File: config.mk
export PLATFORM = sky130hd
export DESIGN_NAME = router_pkt_fifo
export DESIGN_NICKNAME = d
export VERILOG_FILES = /design/src/rtl/router_pkt_fifo.sv
export SDC_FILE = /design/constraint.sdc
export NUM_CORES = 1
export LEC_CHECK = 0
export CORE_UTILIZATION = 54
export CTS_BUF_LIST = sky130_fd_sc_hd__clkbuf_8
export DETAILED_ROUTE_END_ITERATION = 7
export PLACE_DENSITY = 0.8
export SLEW_MARGIN = 10
export SYNTH_ARGS = -nofsm -noshare
export SYNTH_HDL_FRONTEND = slang
export SYNTH_SLANG_ARGS = --single-unit
File: constraint.sdc
create_clock -name clk -period 3 [get_ports clk]
set_clock_uncertainty 0.05 [all_clocks]
set_input_delay 0.9 -clock clk [delete_from_list [all_inputs] [get_ports clk]]
set_output_delay 0.9 -clock clk [all_outputs]
set_load 0.01 [all_outputs]
File: src/rtl/router_pkt_fifo.sv
// Packet FIFO between the router input FSM and one output port.
// Each entry carries a header tag; the read side tracks bytes remaining in the current packet.
module router_pkt_fifo #(
    parameter int unsigned DATA_W    = 8,
    parameter int unsigned DEPTH     = 16,
    parameter int unsigned AF_THRESH = 14,
    localparam int unsigned AW       = $clog2(DEPTH)
) (
    input  logic              clk,
    input  logic              rst,
    input  logic              sft_rst,
    input  logic              write_enb,
    input  logic              read_enb,
    input  logic              lfd_state,
    input  logic [DATA_W-1:0] data_in,
    output logic [DATA_W-1:0] data_out,
    output logic              data_valid,
    output logic              hdr_out,
    output logic              empty,
    output logic              full,
    output logic              almost_full,
    output logic [AW:0]       level,
    output logic              pkt_active,
    output logic              pkt_done,
    output logic              ovf_err,
    output logic              udf_err
);

    localparam int unsigned RW      = DATA_W - 1;
    localparam int unsigned LW      = DATA_W - 2;
    localparam logic [AW:0] PtrOne  = (AW+1)'(1);
    localparam logic [AW:0] AfLevel = (AW+1)'(AF_THRESH);
    localparam logic [RW-1:0] RemOne = RW'(1);

    logic [DATA_W:0] mem [DEPTH];

    logic [AW:0]     wr_ptr;
    logic [AW:0]     rd_ptr;
    logic [AW:0]     level_d;
    logic            lfd_q;
    logic [RW-1:0]   rem;
    logic            wr_acc;
    logic            rd_acc;
    logic [DATA_W:0] rd_entry;
    logic            rd_hdr;
    logic [LW-1:0]   rd_len;

    assign empty      = (wr_ptr == rd_ptr);
    assign full       = (wr_ptr[AW] != rd_ptr[AW]) && (wr_ptr[AW-1:0] == rd_ptr[AW-1:0]);
    assign pkt_active = (rem != '0);

    assign rd_entry = mem[rd_ptr[AW-1:0]];
    assign rd_hdr   = rd_entry[DATA_W];
    assign rd_len   = rd_entry[DATA_W-1:2];

    // Acceptance uses pre-edge full/empty, so read+write on a full or empty FIFO is one-sided.
    always_comb begin
        wr_acc  = write_enb && !full;
        rd_acc  = read_enb && !empty;
        level_d = level;
        case ({wr_acc, rd_acc})
            2'b10:   level_d = level + PtrOne;
            2'b01:   level_d = level - PtrOne;
            default: level_d = level;
        endcase
    end

    // Storage needs no reset: an entry is never readable before it has been written.
    always_ff @(posedge clk) begin
        if (wr_acc) begin
            mem[wr_ptr[AW-1:0]] <= {lfd_q, data_in};
        end
    end

    always_ff @(posedge clk) begin
        if (!rst || sft_rst) begin
            wr_ptr      <= '0;
            rd_ptr      <= '0;
            level       <= '0;
            almost_full <= 1'b0;
            lfd_q       <= 1'b0;
            rem         <= '0;
            ovf_err     <= 1'b0;
            udf_err     <= 1'b0;
            data_out    <= '0;
            hdr_out     <= 1'b0;
            data_valid  <= 1'b0;
            pkt_done    <= 1'b0;
        end else begin
            lfd_q       <= lfd_state;
            level       <= level_d;
            almost_full <= (level_d >= AfLevel);
            ovf_err     <= ovf_err | (write_enb & full);
            udf_err     <= udf_err | (read_enb & empty);
            data_valid  <= rd_acc;
            pkt_done    <= 1'b0;

            if (wr_acc) begin
                wr_ptr <= wr_ptr + PtrOne;
            end

            if (rd_acc) begin
                rd_ptr   <= rd_ptr + PtrOne;
                data_out <= rd_entry[DATA_W-1:0];
                hdr_out  <= rd_hdr;
                // A header always restarts the count, even mid-packet; orphan bytes leave it at 0.
                if (rd_hdr) begin
                    rem <= {1'b0, rd_len} + RemOne;
                end else if (rem == RemOne) begin
                    rem      <= '0;
                    pkt_done <= 1'b1;
                end else if (rem != '0) begin
                    rem <= rem - RemOne;
                end
            end else begin
                data_out <= '0;
                hdr_out  <= 1'b0;
            end
        end
    end

endmodule
# Yosys cells after proc, flatten, opt, wreduce, memory -nomap -nowiden
# Memories as Yosys holds them, arrays and structs flattened. A register that Yosys moved wholly into a read port is not among the register bits.
# Index checks and enable logic that the tools add are counted.
[word_totals]
wordCells = 52
memories = 1
out_inout_bits = 22
regBits = 37
in_bits = 14
ramBits = 144
[mem_list]
columns = ["name", "words", "width", "rd", "rd_ports_with_merged_regs", "write_ports", "line", "source"]
rows = [
  ["mem", 16, 9, 1, 1, 1, "35", "logic [DATA_W:0] mem [DEPTH];"],
]
[classes]
reduce_logical = 12
magnitude_cmp = 1
bitwise = 5
eq_ne = 6
n_addsub = 6
n_mux = 9
[ops]
columns = ["operator", "n"]
rows = [
  ["$mux 7", 3],
  ["$add 5x1->5 const B", 3],
  ["$pmux 5 s2", 1],
  ["$mux 4", 2],
  ["$add 6x1->7 const B", 1],
  ["$eq 7x1->1 const B", 1],
  ["$reduce_bool 7->1", 1],
  ["$sub 7x1->7 const B", 1],
  ["$eq 5x5->1", 1],
  ["$ge 5x4->1 const B", 1],
  ["$sub 5x1->5 const B", 1],
  ["$eq 4x4->1", 1],
  ["$logic_and 1x1->1", 3],
  ["$logic_not 1->1", 3],
  ["$mux 1", 3],
  ["$reduce_bool 3->1", 1],
  ["$reduce_or 3->1", 1],
  ["$and 1x1->1", 2],
  ["$eq 2x1->1 const B", 1],
  ["$eq 2x2->1 const B", 1],
  ["$or 1x1->1", 2],
  ["$reduce_and 2->1", 1],
  ["$reduce_or 2->1", 1],
  ["$logic_or 1x1->1", 1],
  ["other kinds (2)", 2],
]

# Depth between registers and ports, before layout
[depth]
word_depth = 7
mapped_depth = 17
ltp_nobuf = 15

# Worst setup path after synthesis
# Ideal clock, no wire load.
[synth_path]
path_kind = "in2reg"
start = "input read_enb"
end = "register almost_full"
n_path_buf = 1
slack_ns = -0.034
t_required_ns = 2.876
setup_time_ns = 0.074
cell_stages = 11
arrival_time_ns = 2.909
cell_sequence = "nor2b_1 buf_2 ha_1 xor2_1 ha_1 a21oi_1 xnor2_1 nor2_1 xnor2_1 or4_1 o21ai_0"
[synth_via]
elab_chain_len = 4
word_cells_on_any_way = 5
classes_between = "order compare (1); eq/ne (2); mux (1); reduce/logical (1)"
[synth_rtl]
columns = ["item", "line", "source"]
rows = [
  ["start, declared", "13", "input logic read_enb,"],
  ["$logic_and 1x1->1 (*)", "59", "rd_acc = read_enb && !empty;"],
  ["named net rd_acc", "43", "logic rd_acc;"],
  ["$eq 2x1->1 or $eq 2x2->1 (tied branches)", "61", "case ({wr_acc, rd_acc})"],
  ["$pmux 5 s2 (*)", "61", ""],
  ["$ge 5x4->1 (*)", "92", "almost_full <= (level_d >= AfLevel);"],
  ["end signal, assigned", "92", ""],
  ["end, declared", "21", "output logic almost_full,"],
]
# Mark *: on every way through the listed nets, which the timed path passes. The rest lies on a longest branch.
# A chain may end at the register's enable or synchronous reset.

# Final worst setup path
[layout_path]
start = "register rd_ptr[1]"
end = "output full"
[layout_via]
elab_chain_len = 2
[layout_rtl]
columns = ["item", "line", "source"]
rows = [
  ["start, declared", "38", "logic [AW:0] rd_ptr;"],
  ["start signal, assigned", "103", "rd_ptr <= rd_ptr + PtrOne;"],
  ["$eq 4x4->1", "49", "assign full = (wr_ptr[AW] != rd_ptr[AW]) && (wr_ptr[AW-1:0] == rd_ptr[AW-1:0]);"],
  ["$logic_and 1x1->1", "49", ""],
  ["end, declared", "20", "output logic full,"],
]
# Every way passes these cells.

==> reports/metrics.cfg <==
[timing]
period_share=0.9660
fin_ws_ns=0.1019
rsz0062_at_grt=yes
fin_tns_setup_ns=0
period_minus_slack_ns=2.898
setup_viol=0
maxSlewViolCount=0
worstMarginPinSlew_ns=0.5629
hold_violations=0
max_freq_mhz=345.1
max_slew_margin=0.6247

[cells_and_area]
drive_above_1_share=0.2167
layout_commonest_cell=edfxtp_1
n_antenna_cell=0
nets=552
regArea_mm2=0.005160
fill_cells=879
multi_input_area_mm2=0.002281
final_cell_mix=144 x edfxtp_1, 45 x nor2_1, 39 x buf_4, 33 x dfxtp_1, 33 x clkdlybuf4s50_1
fin_cells=716
syn_to_final_growth_pct=16.18

[synthesis]
synth-seq-cells=185
yosysSeqAreaShare=0.6794
synth_ff_type=edfxtp_1
synth-xor-area-share=0.02545
synthDistinctLibCells=55
synthesis.area_mm2=0.007572
synth_fa_ha_area_frac=0.01818
synth_edf_count=144
synthCells=453
synth_top_family_by_area=multiplexers
syn-mean-instance-area_um2=16.72
synthSimpleGateAreaFrac=0.07551
syn-num-nets=478
synth_compound_area_frac=0.04874
ys.warnings.count=0
async_flop_share=0
muxShareOfSynthArea=0.1252

[drt]
drt_iter0_drc=398
dr_wl_met3_um=778
wl_per_cell_um=20.12
ant_nets=0
dr.pass1.iters=5
drc_errors=0
vias_per_cell=5.722
wl_met2_mm=7.061
m1WireLength_mm=6.228
topRoutingLayerUsed=met4
vias=4097
routed_wl_mm=14.40

[placed_design]
place_inst=684
port_buffers=35
place_ws_ns=-0.4021
dp_hpwl_mm=9.381
gp_congestion=0.8820

[die]
coreArea_mm2=0.01345
chipWidth_um=120.4
rows=42
die_area_mm2=0.01450
ioPinCount=36
initial_core_util=0.5629
die_h_um=120.4

[status]
status=finished clean

[worst_hold_path]
hold_path_class=flip-flop to flip-flop
hp-start=udf_err

[power]
power.leakage_nw=2.985
ir_worst_vdd_uv=349.0
power.total_w=0.004782
p_per_area_mw_per_mm2=543.6

[cts]
clockRootBuffer=clkbuf_8
h-tree-depth=4
cts_tree=done
clock_sinks=185
cts_buffers=17
clk_latency_ns=0.46
clk_path_buf_depth=2
clk_pin_slew_ns=0.09

[worst_setup_path]
setup.worst_path.start=rd_ptr[1]
path_class=flip-flop to output port
cp_max_fo=4
start_kind=flip-flop
required_ns=2.05
end_kind=output port
arrival_ns=1.95
r2r_start=rd_ptr[1]

[grt]
grt_max_degree=29
grt_use_total=0.2152
grt_pass1_vias=4052
gr-total-overflow=0
grt_pass1_wl_mm=22.35
antenna_found_initial=0

[flow_run]
maxCapViolCount=0

registers in the layout, summed over array words and instances (netlist names), named ones only:
register and count:
pkt_done 1, data_valid 1, rd_ptr 5, lfd_q 1, mem 144, almost_full 1, level 5, hdr_out 1
udf_err 1, rem 7, ovf_err 1, wr_ptr 5, data_out 8
what timing repair did:
action / CTS / global route
gates resized for setup: 3 / 23
hold buffers: 0 / 0
buffers inserted: 0 / 0
setup endpoints to repair: 2 / 5
endpoints found under the hold margin: 0 / 0
gates cloned: 0 / 0
pin swaps: 0 / 5
synthesized netlist by cell type (3+ instances only):
cell type | n | area, um2
mux2i_1 | 7 | 70.07
mux4_1 | 18 | 473.0
xnor2_1 | 12 | 105.1
clkbuf_1 | 5 | 18.77
nand3b_1 | 3 | 22.52
a31oi_1 | 3 | 18.77
nor2b_1 | 4 | 25.02
a22o_1 | 3 | 26.28
buf_2 | 5 | 25.02
nor2_1 | 46 | 172.7
xor2_1 | 10 | 87.58
nand4_1 | 4 | 25.02
and3_1 | 6 | 37.54
nand2_1 | 17 | 63.81
nor3_1 | 10 | 50.05
inv_1 | 10 | 37.54
dfxtp_1 | 41 | 820.8
o21ai_0 | 8 | 40.04
nand2b_1 | 5 | 31.28
a21oi_1 | 13 | 65.06
a22oi_1 | 4 | 30.03
mux4_2 | 18 | 405.4
nand3_1 | 3 | 15.01
ha_1 | 11 | 137.6
edfxtp_1 | 144 | 4324
and2_1 | 3 | 18.77
buf_12 | 3 | 60.06
critical path, cell delays in order (launching register included):
cell,delay (ns)
dfxtp_2,0.35
xnor2_1,0.16
nand4_1,0.20
nor2b_4,0.22
clkdlybuf4s50_1,0.55
routing by layer:
metal,global-route usage,vias up
li1,-,1915
met1,0.2898,2004
met2,0.3412,150
met3,0.04953,28
met4,0.08719,0
met5,0,-
path summary, 6_finish.rpt:
kind	slack, ns	cells after the start	end
setup / recovery	0.10	4	full
setup reg to reg	0.19	14	almost_full
hold reg to reg	0.43	2	udf_err
hold / removal	0.43	2	udf_err
layout make-up:
type                            instances  area share
Clock buffer                           17     0.02660
Inverter                               10    0.004267
Timing Repair Buffer                   75     0.07595
Clock inverter                         15     0.02233
Tap cell                              176     0.02503
Multi-Input combinational cell        238      0.2593
Sequential cell                       185      0.5865
where the power goes:
group / total, W / switching (W) / internal (W) / leakage [nW]
Combinational: 0.000220 / 0.000120 / 0.000100 / 1.12
Clock: 0.00177 / 0.000861 / 0.000913 / 0.231
Sequential: 0.00279 / 0.0000143 / 0.00277 / 1.64
stage by stage:
stage / hold WS [ns] / util / area [um2]
4_1_cts: 0.4351 / 0.6483 / 8722
6_report: 0.4286 / 0.6539 / 8797
3_5_place_dp: 0.4118 / 0.6160 / 8287
5_1_grt: 0.4632 / 0.6539 / 8797
3_3_place_gp: 0.4024 / 0.6160 / 8287
2_1_floorplan: 0.3993 / - / 7575
cell families after synthesis:
family	Yosys count
flops	185
simple gates	114
xor+xnor	22
mux	43
fa+ha+maj	11
compound gates	48
buf+inv	30
(Power assumes the default switching activity.)
